`src/rtl/mem_pkg.sv`:
```
// mem_pkg: shared types and constants for the memory request arbiter
package mem_pkg;
  typedef enum logic [1:0] {IDLE, XFER, WAIT_ACK} state_t;
  localparam int SRC_ID_W = 2;
  localparam int BYTE_W = 8;
  localparam int ACK_TIMEOUT_DEF = 4096;
endpackage

```
`src/rtl/mem_rr_pick.sv`:
```
// mem_rr_pick: 4-way round-robin selector starting after last_grant
module mem_rr_pick
  import mem_pkg::*;
(
  input  logic [3:0]          req,
  input  logic [SRC_ID_W-1:0] last_grant,
  output logic [SRC_ID_W-1:0] winner,
  output logic                any
);
  always_comb begin
    winner = last_grant;
    for (int k = 3; k >= 0; k--)
      if (req[last_grant + SRC_ID_W'(k + 1)]) winner = last_grant + SRC_ID_W'(k + 1);
  end
  assign any = |req;
endmodule

```
`src/rtl/mem_req_arbiter.sv`:
```
// mem_req_arbiter: round-robin byte-stream arbiter with per-source ack routing and timeout
module mem_req_arbiter
  import mem_pkg::*;
#(
  parameter int ACK_TIMEOUT = ACK_TIMEOUT_DEF,
  parameter int N_REQ = 4
) (
  input  logic                      clk,
  input  logic                      rst,
  input  logic [N_REQ-1:0]          req_valid,
  input  logic [BYTE_W*N_REQ-1:0]   req_data,
  input  logic [N_REQ-1:0]          req_last,
  output logic [N_REQ-1:0]          req_ready,
  output logic                      mem_valid,
  output logic [BYTE_W-1:0]         mem_data,
  input  logic                      mem_ready,
  input  logic                      mem_ack_valid,
  input  logic [SRC_ID_W-1:0]       mem_ack_id,
  output logic                      mem_ack_ready,
  output logic [N_REQ-1:0]          ack_valid,
  input  logic [N_REQ-1:0]          ack_ready,
  output logic [SRC_ID_W-1:0]       grant_id,
  output logic                      busy,
  output logic                      err
);
  state_t state, state_nx;
  logic [SRC_ID_W-1:0] grant_q, last_grant, pick;
  logic [15:0] timer;
  logic err_q, any, live, xfer, wait_st, beat, ack_hs, ack_match, expire;

  mem_rr_pick u_pick (.req(req_valid), .last_grant(last_grant), .winner(pick), .any(any));

  // every output path is forced quiet while reset is held
  assign live = !rst;
  assign xfer = live && state == XFER;
  assign wait_st = live && state == WAIT_ACK;
  assign mem_valid = xfer & req_valid[grant_q];
  assign mem_data = xfer ? req_data[{grant_q, 3'b000} +: BYTE_W] : '0;
  assign req_ready = xfer ? N_REQ'(mem_ready) << grant_q : '0;
  assign ack_valid = live ? N_REQ'(mem_ack_valid) << mem_ack_id : '0;
  assign mem_ack_ready = live & ack_ready[mem_ack_id];
  assign grant_id = live ? grant_q : '0;
  assign err = live & err_q;
  assign busy = live && state != IDLE;
  assign beat = mem_valid & mem_ready;
  assign ack_hs = mem_ack_valid & mem_ack_ready;
  assign ack_match = wait_st && ack_hs && mem_ack_id == grant_q;
  // timer reads k on the k-th cycle after entry, so expiry lands ACK_TIMEOUT cycles in
  assign expire = wait_st && timer == 16'(ACK_TIMEOUT - 1);

  always_comb begin
    state_nx = state;
    state_nx = state == IDLE ? (any ? XFER : IDLE) :
               state == XFER ? (beat && req_last[grant_q] ? WAIT_ACK : XFER) :
               (ack_match || expire ? IDLE : WAIT_ACK);
  end

  always_ff @(posedge clk) begin
    if (rst) begin
      state <= IDLE;
      last_grant <= 2'd3;
      grant_q <= '0;
      timer <= '0;
      err_q <= 1'b0;
    end else begin
      state <= state_nx;
      if (state == IDLE && any) grant_q <= pick;
      timer <= state == WAIT_ACK ? timer + 16'd1 : '0;
      if (ack_match || expire) last_grant <= grant_q;
      if ((ack_hs || expire) && !ack_match) err_q <= 1'b1;
    end
  end
endmodule

```
`config.mk`:
```
export PLATFORM = sky130hd
export DESIGN_NAME = mem_req_arbiter
export DESIGN_NICKNAME = d
export VERILOG_FILES = /design/src/rtl/mem_pkg.sv /design/src/rtl/mem_rr_pick.sv /design/src/rtl/mem_req_arbiter.sv
export SDC_FILE = /design/constraint.sdc
export NUM_CORES = 1
export LEC_CHECK = 0
export ABC_AREA = 1
export CELL_PAD_IN_SITES_DETAIL_PLACEMENT = 0
export CELL_PAD_IN_SITES_GLOBAL_PLACEMENT = 1
export CORE_MARGIN = 1.5
export CORE_UTILIZATION = 32
export CTS_BUF_LIST = sky130_fd_sc_hd__clkbuf_8
export DETAILED_ROUTE_END_ITERATION = 16
export GPL_TIMING_DRIVEN = 0
export PLACE_DENSITY_LB_ADDON = 0.1
export SLEW_MARGIN = 20
export SYNTH_ARGS = -nofsm -noshare
export SYNTH_HDL_FRONTEND = slang
export SYNTH_SLANG_ARGS = --single-unit
```
`constraint.sdc`:
```
create_clock -name clk -period 3.6 [get_ports clk]
set_input_delay 0.72 -clock clk [delete_from_list [all_inputs] [get_ports clk]]
set_output_delay 0.72 -clock clk [all_outputs]
set_load 0.1 [all_outputs]
```
After elaboration in Yosys (flattened, before gate mapping). Cells that the tools add are included. Widths: inputs -> output; s select.

Bits in registers: 23. Input port bits: 50. Output and inout bits: 22. Logic and storage cells: 68.

Add/sub/neg operators: 4. $lt $le $gt $ge: 5. Eq/ne operators: 4. Shift-type cells: 3. Mux-type cells: 24. Bitwise gates (word level): 6. Reductions and logical operators: 17.

Operators with widths (number): $shiftx 32x6->8 (1); $add 16x1->16 const B (1); $eq 16x12->1 const B (1); $mux 2 (8); $lt 2x3->1 const B (5); $bmux 1 s2 (6); $logic_and 1x1->1 (9); $mux 4 (2); $mux 8 (1); $shl 1x2->4 (2); $mux 1 (7); $and 1x1->1 (5); $add 2x2->2 const B (2); $reduce_or 4->1 (1); $add 2x1->2 const B (1); $eq 2x1->1 const B (1); $eq 2x2->1 (1); $eq 2x2->1 const B (1); $logic_not 1->1 (2); $logic_not 2->1 (1); $logic_or 1x1->1 (2); $reduce_bool 2->1 (1); $reduce_or 2->1 (1); $not 1->1 (1).

Logic depth before layout (Yosys ltp).
Depth after elaboration: 10. Gate-level depth with buffers: 11. Gate-level depth less buffers: 10.

Modules after synthesis. Synthesis repeated with hierarchy kept, for this count alone.

Cell total of the unflattened synthesis: 281. Area total of the unflattened synthesis: 1791.7 um^2.

By module, submodules not included: mem_req_arbiter (times used 1, cells each 237, area each 1574.0 um^2); mem_rr_pick (times used 1, cells each 44, area each 217.7 um^2).

Least setup slack after synthesis. Ideal clock, no wire load.

Kind: input port to output port. Start point: in rst. End point: out mem_data[0]. Arrival: 3.375 ns. Slack: -0.495 ns. Stages: 4. Path buffers: 1. Cell sequence: inv_2 nand2_2 clkbuf_1 o32ai_1.

Cells in the longest elaborated chain, start to end: 3.

Ends and longest elaborated chain: start, declared (RTL line mem_req_arbiter.sv:9) `input logic rst,`; $logic_not 1->1 (RTL line mem_req_arbiter.sv:34) `assign live = !rst;`; $logic_and 1x1->1 (RTL line mem_req_arbiter.sv:35) `assign xfer = live && state == XFER;`; $mux 8 (RTL line mem_req_arbiter.sv:38) `assign mem_data = xfer ? req_data[{grant_q, 3'b000} +: BYTE_W] : '0;`; end, declared (RTL line mem_req_arbiter.sv:15) `output logic [BYTE_W-1:0] mem_data,`.

Every way passes these cells.

Worst setup path in the final report.
Start point: in rst. End point: out ack_valid[1].

Cells in the longest elaborated chain, start to end: 1.

Ends and longest elaborated chain: $mux 4 (RTL line mem_req_arbiter.sv:40) `assign ack_valid = live ? N_REQ'(mem_ack_valid) << mem_ack_id : '0;`; end, declared (RTL line mem_req_arbiter.sv:20) `output logic [N_REQ-1:0] ack_valid,`.

Every way passes these cells.

==> run_results.csv <==
group,metric,value,unit
run_status,status,"complete, no violations",
floorplan,row_count,26,
synthesis,syn_area,0.001762,mm2
clock_tree,cts_buffer_depth,2,
clock_tree,htreeDepth,1,
synthesis,ys_seq_elements,23,
floorplan,coreArea,0.005205,mm2
grt,grt_pass1_wl,8197,um
floorplan,dieHeight,77.20,um
timing,fmax,0.2931,GHz
clock_tree,post_cts_buffers,0,
timing,max-slew-margin-rel,33.28,%
timing,hold_ws,0.4472,ns
grt,antenna_found_initial,0,
critical_path,endpoint,"ack_valid[1]",
min_path,hold_depth,1,
power_and_ir_drop,powerDensity,295.1,mW/mm2
critical_path,crit_path_max_incr_delay,0.87,ns
synthesis,synth_edf_count,0,
grt,grt_max_degree,14,
flow_run,drv_cap,0,
critical_path,start_kind,"primary input",
clock_tree,cts_made_buffers,3,
synthesis,synth_cells,269,
grt,grt-ovfl-total,0,
timing,finalMaxSlewViolations,0,
synthesis,synth_cell_type_count,34,
clock_tree,cts_sinks,23,
route,drt-total-wl,4921,um
critical_path,crit_buf_inv,3,
floorplan,ios,72,
critical_path,reg2regPathDepth,9,
route,drtIter0Drc,54,
critical_path,worst-path-stages,4,
synthesis,syn_nets,320,
power_and_ir_drop,p_leak,1.134,nW
grt,grt_usage,16.73,%
timing,timing.setup.tns,0,ns
synthesis,async_reset_ff_share,0,%
route,drt_first_pass_iters,4,
clock_tree,path_clk_slew,0.08,ns
critical_path,path_delay_family,"buffers and inverters",
synthesis,synth_top_flop_cell,"dfxtp_1",
place,dpl_worst_slack,-0.3482,ns
synthesis,yosysSeqAreaShare,26.14,%
timing,rsz0062_at_grt,"no",
timing,setup_ws,0.1884,ns
floorplan,die-area,0.005959,mm2
critical_path,critPathMaxFanout,10,
critical_path,end_kind,"primary output",
power_and_ir_drop,peakVddDrop,0.1848,mV
clock_tree,cts_hold_buf,0,
timing,min_period,3.412,ns
cells_and_area,layout-drive-gt1-share,15.12,%
route,via_per_inst,4.684,
critical_path,cp.required,2.88,ns
place,place_congestion,0.7683,
critical_path,crit_arrival,2.69,ns
critical_path,r2r_start,"timer[0]$_SDFF_PP0_",
timing,skew,0.007922,ns
cells_and_area,fin_nets,396,
cells_and_area,fillers,574,
grt,grt_pass1_vias,1829,
cells_and_area,antennaDiodeCount,0,
critical_path,rr_endpoint,"last_grant[1]$_SDFFE_PP1P_",
timing,setup_viol,0,
route,vias,1939,
cells_and_area,finish.utilization,49.83,%
route,drc,0,
place,port_buffers,71,
cells_and_area,area_delta_synth_final,47.23,%
place,dp_hpwl,4022,um
critical_path,critPathSlowestCell,"dlygate4sd2_1",
min_path,hp-class,"flip-flop to flip-flop",
route,antenna_left,0,
synthesis,ys_warn_count,0,
critical_path,rrSetupSlack,2.18,ns
synthesis,avgSynthCellArea,6.549,um2
cells_and_area,multi_input_area,0.001116,mm2
cells_and_area,regArea,460.4,um2
timing,fin_crit_sh,94.77,%
timing,tightest_slew,0.9977,ns
floorplan,die_w,77.20,um
power_and_ir_drop,power,0.0007653,W
floorplan,initial_utilization,33.85,%
critical_path,path_cells,"clkdlybuf4s50_1 > clkbuf_1 > nor3_2 > dlygate4sd2_1",
timing,hold_viol_final,0,
clock_tree,root_buffer,"clkbuf_8",
clock_tree,cts_tree,"yes",
route,wl_per_cell,11.89,um
clock_tree,clkLatencyLatePin,0.27,ns
critical_path,crit_start,"rst",
critical_path,timing_worst_setup_path_type,"primary input to primary output",
worst reg2reg max path: stages, from the launching register on:
cell and delay (ns):
dfxtp_1 0.36, ha_1 0.18, nand2_1 0.05, inv_1 0.13
nand4_4 0.16, nor2_8 0.16, nand4_4 0.11, nand2_2 0.12
nand2_1 0.06, nand3_1 0.06
cells in the mapped netlist, types with 2 or more instances:
cell type | number | area (um2)
buf_4 | 2 | 15.01
nand3_1 | 17 | 85.08
dfxtp_1 | 23 | 460.4
clkbuf_1 | 2 | 7.510
nand2_1 | 46 | 172.7
nand4_1 | 3 | 18.77
buf_6 | 2 | 22.52
nor2_2 | 3 | 18.77
a21oi_1 | 17 | 85.08
nand4_4 | 2 | 42.54
nor2_4 | 4 | 45.04
inv_1 | 34 | 127.6
nor2_1 | 37 | 138.9
buf_2 | 2 | 10.01
inv_2 | 6 | 22.52
o32ai_1 | 5 | 43.79
mux2i_1 | 5 | 50.05
nand3_2 | 3 | 30.03
nor3_1 | 10 | 50.05
o21ai_0 | 25 | 125.1
nand2_2 | 4 | 25.02
xor2_1 | 5 | 43.79
area by class of cell:
type	count	share of cell area, %
Buffer	8	2.123
Timing Repair Buffer	71	26.15
Clock buffer	3	1.592
Multi-Input combinational cell	198	43.03
Clock inverter	1	0.1930
Tap cell	70	3.377
Inverter	40	5.789
Sequential cell	23	17.75
metrics by stage:
step / instance area [um2] / std cells
after global routing: 2594 / 414
final: 2594 / 414
after detailed placement: 2580 / 410
after CTS: 2613 / 414
after global placement: 2580 / 410
after floorplan: 1782 / 269
metal layers:
metal / up-vias / GRT usage, % / share of wire [%]
li1: 1032 / - / -
met5: - / 0 / 0
met2: 49 / 27.63 / 46
met4: 0 / 2.182 / 0.30
met1: 856 / 22.72 / 49
met3: 2 / 3.690 / 5.2
how the worst min path moves through the flow:
stage               slack [ns]                  end           startpoint
CTS                       0.45  timer[0]$_SDFF_PP0_  timer[0]$_SDFF_PP0_
finish                    0.45  timer[0]$_SDFF_PP0_  timer[0]$_SDFF_PP0_
floorplan                 0.42  timer[0]$_SDFF_PP0_  timer[0]$_SDFF_PP0_
global route              0.47  timer[0]$_SDFF_PP0_  timer[0]$_SDFF_PP0_
detailed placement        0.44  timer[0]$_SDFF_PP0_  timer[0]$_SDFF_PP0_
global placement          0.43  timer[0]$_SDFF_PP0_  timer[0]$_SDFF_PP0_
cell families (layout without fill, tap and decap cells):
family	after synthesis	in the layout	share of synthesized area, %
AND/OR/NAND/NOR	135	135	39.70
XOR/XNOR	5	5	2.486
multiplexers	5	5	2.841
buffers and inverters	48	123	11.65
adder cells (fa/ha/maj)	1	1	0.7101
flip-flops	23	23	26.14
AO/OA/AOI/OAI	52	52	16.48
power breakdown:
part	total [W]	leakage [nW]	switching, W	internal, W
clock network	0.000161	0.0255	0.0000838	0.0000773
registers	0.000269	0.186	0.00000629	0.000262
logic	0.000336	0.922	0.000223	0.000113
total	0.000765	1.13	0.000313	0.000452
layout by cell type (no fill, tap or decap), types with 6 or more instances in the layout:
| cell | Yosys | layout |
|---|---|---|
| dlygate4sd2_1 | 0 | 11 |
| nand2_1 | 46 | 46 |
| inv_1 | 34 | 34 |
| clkdlybuf4s50_1 | 0 | 50 |
| a21oi_1 | 17 | 17 |
| inv_2 | 6 | 6 |
| nor3_1 | 10 | 6 |
| nor2_1 | 37 | 37 |
| o21ai_0 | 25 | 25 |
| dfxtp_1 | 23 | 23 |
| nand3_1 | 17 | 17 |
registers in the layout, summed over array words and instances (netlist names):
register and flops:
grant_q 2, last_grant 2, timer 16, state 2, err_q 1
what timing repair did:
item / CTS / global route
endpoints found under the setup margin: 21 / 5
resized for setup: 36 / 12
pin swaps: 0 / 0
(Power assumes the default switching activity.)
==> RTL change 1: new RTL, same flow settings <==
The 3 states of `state_t` get a one-hot encoding in 3 bits.
--- a/src/rtl/mem_pkg.sv
+++ b/src/rtl/mem_pkg.sv
@@ -1,5 +1,5 @@
 // mem_pkg: shared types and constants for the memory request arbiter
 package mem_pkg;
-  typedef enum logic [1:0] {IDLE, XFER, WAIT_ACK} state_t;
+  typedef enum logic [2:0] {IDLE = 3'b001, XFER = 3'b010, WAIT_ACK = 3'b100} state_t;
   localparam int SRC_ID_W = 2;
   localparam int BYTE_W = 8;
Formal check against the unedited RTL: no difference found for any inputs over 10 cycles, from zero or initial values and one cycle with rst high; not proved beyond that.
==> RTL change 1 against the unedited design <==
- sequential power grew 13%
- cell count up 7.0%
- cell area grew 1.4%
- via count increased by 5.5%
- worst setup slack lost 33 ps
- sequential cell count up 1
- count of clock-buffer cells in the layout unchanged
- fmax is 0.97% lower
- synthesized cell count grew 11%
- non-clock buffer count increased by 2
- clock skew increased by 3.2 ps
- synthesized area increased by 0.14%
- power rose by 38%
- wire length grew 4.3%
- critical path type unchanged
==> RTL change 1: results (changes against the unedited design) <==
### Clock network
- postcts setup bufs: 0, unchanged
- Clock Tree Buf Depth: 2, unchanged
- Clock Latency Late Sink: 270 ps, about the same
- Clock H-tree levels: 1, unchanged

### Synthesis
- number of nets produced by synthesis: 349, +9.1%
- leading cell types by count after synthesis: nand2_1 (64), nor2_1 (57), inv_1 (37)
- leading post-synthesis cells by cell area: dfxtp_1 (27%), nand2_1 (14%), nor2_1 (12%)
- most common flop cell mapped by yosys: dfxtp_1
- number of synthesized register bits: 24, +4.3%
- number of unique standard cell types used by synthesis: 29, -15%
- Synthesis Warnings: 0, unchanged
- proportion of synthesized chip area in sequential cells: 27.2%, +1.1 points

### STA
- skew final: 11.1 ps, +3.16 ps
- slew at the pin closest to its max-slew limit: 986 ps, -11.4 ps

### Critical path
- slowest CP cell: clkdlybuf4s15_2
- cell count of the worst reg-to-reg path: 8, -1
- biggest cell delay along the critical path: 600 ps, -270 ps
- flop2flop setup slack: 2130 ps, -50 ps
- category of cells accounting for the largest share of critical-path delay: buffers and inverters
- Worst R2R Start: timer[0]
- Crit path arrival time: 2720 ps, +30 ps
- worst reg2reg path endpoint: last_grant[1]

### Drt
- drt first-iter violations: 61, +13%
- wire length on met3: 312 microns, +21%
- met2 wire len: 2.24 mm, unchanged
- DR vias: 2045, +5.5%
- uppermost layer routed: met3
- wire per inst: 11.6 microns, -2.5%
- number of detailed-route iterations in the first pass: 4, unchanged
- sum of routed wire segments on met1: 2.58 mm, +7.1%

### Run status
- result of the run: complete, no violations

### Global route
- maximum number of pins on one net before global-route repair: 15, +1
- total routing resource utilization after global routing: 17.5%, +0.76 points
- vias in the first global route: 1898, +3.8%
- global-route wire length before repair: 8.69 mm, +6.0%

### Place
- HPWL after DPL: 4.12 mm, +2.5%
- number of input and output port buffers inserted: 71, unchanged
- final weighted congestion in routability-driven placement: 0.791, +2.9%
- cell area reported after detailed placement: 0.00256 sq mm, -0.68%
- Worst Setup Slack post-DPL: -438 ps, -89.6 ps

### Die
- die extent in x: 77.3 microns, about the same

### Finish
- Seq/total area: 18.3%, +0.51 points
- area of the multi-input gates: 0.00107 sq mm, -4.0%
- number of nets in the layout: 425, +7.3%
- Final Util: 50.6%, +0.72 points
- clk cell area share: 2.71%, +0.93 points
- share of post-route cells with drive strength above 1: 11.0%, -4.1 points
- multi-input gates: 222, +12%
- total of fill cells in the finished design: 570, -0.70%
- area share of buffers outside the clock network: 29.0%, +0.74 points
- non-clock inverter count: 42, +5.0%
- number of buffers other than clock buffers in the final layout: 81, +2.5%

### Power
- static leakage: 0.00118 uW, +4.4%
- worst ir drop on vdd: 0.184 mV, -0.36%
- net switching power: 444 uW, +42%

### Worst hold path
- Hold Path Cell Cnt: 1, unchanged
- worst min-delay path endpoint: timer[0]
- type of the tightest min-delay check: reg -> reg

## RTL change 1: changes by cell type after synthesis, sizes merged, moves of 2 or more
cell    delta
nor3       -5
o21ai      -3
xor2       -3
nor2      +16
buf        +4
nand2     +16
clkbuf     -2
xnor2      +2
inv        +2
## RTL change 1: logic make-up after synthesis
| logic type | synth area share (%) |
|---|---|
| flops | 27.2 |
| compound gates | 15.2 |
| xor+xnor | 1.99 |
| mux | 2.27 |
| buf+inv | 12.1 |
| fa+ha+maj | 0.709 |
| simple gates | 40.6 |
## RTL change 1: layer usage
layer / GRT usage, % / vias up
li1: - / 1111
met2: 27.7 / 48
met4: 1.09 / 0
met5: 0 / -
met3: 5.71 / 0
met1: 24.1 / 886
## RTL change 1: through the flow
| stage | hold WS, ps | instances |
|---|---|---|
| floorplan | 418 | 298 |
| global placement | 430 | 439 |
| detailed placement | 443 | 439 |
| CTS | 456 | 443 |
| global route | 493 | 443 |
| finish | 453 | 443 |
## RTL change 1: power groups by stage
stage	Combinational [uW]	Clock [uW]	Sequential [uW]
4_1_cts	514	244	304
2_1_floorplan	363	0	306
3_3_place_gp	514	0	311
6_report	509	239	304
5_1_grt	563	252	308
3_5_place_dp	515	0	310
## RTL change 1: how the worst max path moves through the flow
stage,startpoint,endpoint,slack (ps),depth (start not counted)
finish,rst,mem_data[5],160,7
global placement,rst,mem_data[5],-440,7
CTS,rst,mem_data[4],5,7
floorplan,rst,mem_data[0],-670,5
global route,rst,mem_data[2],30,7
detailed placement,rst,mem_data[5],-440,7
## RTL change 1: what timing repair did
item,CTS,global route
hold buffers,0,0
resized for setup,37,11
endpoints found under the setup margin,14,8
hold endpoints to repair,0,0
==> RTL change 2: new RTL, same flow settings <==
Made on the original files. The package constant `SRC_ID_W` goes from 2 to 4.
--- a/src/rtl/mem_pkg.sv
+++ b/src/rtl/mem_pkg.sv
@@ -2,5 +2,5 @@
 package mem_pkg;
   typedef enum logic [1:0] {IDLE, XFER, WAIT_ACK} state_t;
-  localparam int SRC_ID_W = 2;
+  localparam int SRC_ID_W = 4;
   localparam int BYTE_W = 8;
   localparam int ACK_TIMEOUT_DEF = 4096;
Ports: changed (resized grant_id and mem_ack_id); port bits go from 72 to 76. The function was not compared with the original's and may differ.
==> RTL change 2 against the unedited design <==
- register-to-register slack worse by 330 ps
- wire length is 32% higher
- synthesized area is 21% higher
- worst setup slack worse by 81 ps
- count of clock-buffer cells in the layout stayed put
- sequential cell count is 4 higher
- cell area is 17% higher
- critical path type unchanged
- critical endpoint is now ack_valid[2]
Power is not compared: it rests on default switching activity, and its combinational part moved more than twofold at a synthesized area within 25%.
==> RTL change 2: results (changes against the unedited design) <==
### Run status
- result of the run: complete, no violations

### Synthesis
- number of nets produced by synthesis: 421, +32%
- post-synthesis instance total: 364, +35%
- Netlist Area Pre-Place: 0.00213 sq mm, +21%
- XOR/XNOR share of the synthesized area: 2.88%, +0.39 points
- number of unique standard cell types used by synthesis: 28, -18%
- share of synthesized area spent on multiplexers: 0%, -2.8 points
- share of synthesized cell area in full adder, half adder and majority cells: 2.94%, +2.2 points
- leading cell types by count after synthesis: nor2_1 (77), nand2_1 (64), inv_1 (41)
- Synth Area in Compound Gates: 15.7%, -0.74 points
- proportion of synthesized chip area in sequential cells: 25.4%, -0.77 points

### Worst hold path
- Hold Path Cell Cnt: 1, unchanged

### Finish
- non-clock inverter count: 42, +5.0%
- share of post-route cells with drive strength above 1: 7.69%, -7.4 points
- area share of buffers outside the clock network: 26.9%, -1.4 points
- sequential cell count of the final layout: 27, +17%
- area of the multi-input gates: 0.00138 sq mm, +23%
- number of nets in the layout: 500, +26%
- clk cell area share: 1.61%, -0.18 points
- Seq/total area: 17.8%, +0.048 points
- fraction of standard cell area in multi-input logic: 45.3%, +2.3 points
- number of buffers other than clock buffers in the final layout: 85, +7.6%
- total of fill cells in the finished design: 698, +22%

### Global route
- maximum number of pins on one net before global-route repair: 17, +3
- vias in the first global route: 2420, +32%
- total routing resource utilization after global routing: 18.9%, +2.1 points
- met3 usage in global routing: 5.41%, +1.7 points
- GR Layer Usage met1: 26.2%, +3.5 points
- met2 global-route usage: 30.3%, +2.7 points
- global-route wire length before repair: 11.2 mm, +37%

### Drt
- wire per inst: 12.5 microns, +5.1%
- number of detailed-route iterations in the first pass: 5, +1
- average vias per placed instance: 4.76, +1.6%
- wire length on met3: 478 microns, +86%
- DR vias: 2469, +27%
- drt first-iter violations: 76, +41%
- sum of routed wire segments on met1: 3.12 mm, +30%
- met2 wire len: 2.87 mm, +28%

### STA
- worst hold slack: 454 ps, +7.08 ps
- slew margin rel.: 31.2%, -2.1 points
- skew final: 11.3 ps, +3.33 ps

### Critical path
- flop2flop setup slack: 1850 ps, -330 ps
- cell count of the worst reg-to-reg path: 10, +1
- Crit path arrival time: 2770 ps, +80 ps
- biggest cell delay along the critical path: 1140 ps, +270 ps
- worst reg2reg path endpoint: grant_q[3]
- Worst R2R Start: last_grant[1]
- CP max FO: 5, -5
- slowest CP cell: clkdlybuf4s50_1

### Place
- HPWL after DPL: 5.26 mm, +31%
- # placed instances: 515, +26%
- number of input and output port buffers inserted: 74, +4.2%
- cell area reported after detailed placement: 0.00298 sq mm, +15%
- final weighted congestion in routability-driven placement: 0.750, -2.4%

### Power
- worst ir drop on vdd: 0.273 mV

==> RTL change 2: worst max-delay path by stage <==
stage                     to  slack [ps]           from  cells past startpoint
2_1_floorplan   req_ready[2]          90            rst                      4
3_3_place_gp   mem_ack_ready        -130  mem_ack_id[0]                      7
3_5_place_dp   mem_ack_ready        -140  mem_ack_id[0]                      7
4_1_cts          mem_data[5]           6     grant_q[0]                      8
5_1_grt         ack_valid[2]          20  mem_ack_id[0]                      5
6_report        ack_valid[2]         110  mem_ack_id[0]                      5
==> RTL change 2: cell families (layout without fill, tap and decap cells) <==
group / Yosys count / count (layout)
buf+inv: 53 / 131
flops: 27 / 27
xor+xnor: 7 / 7
compound gates: 65 / 65
fa+ha+maj: 5 / 5
simple gates: 207 / 207
==> RTL change 2: report_power, final <==
group,switching [uW],internal (uW)
combinational,575,233
sequential,24.4,327
clock,103,78.8
==> RTL change 2: what timing repair did <==
action | 4_1_cts | 5_1_grt
resized for setup | 6 | 8
hold buffers | 0 | 0
setup endpoints to repair | 6 | 8
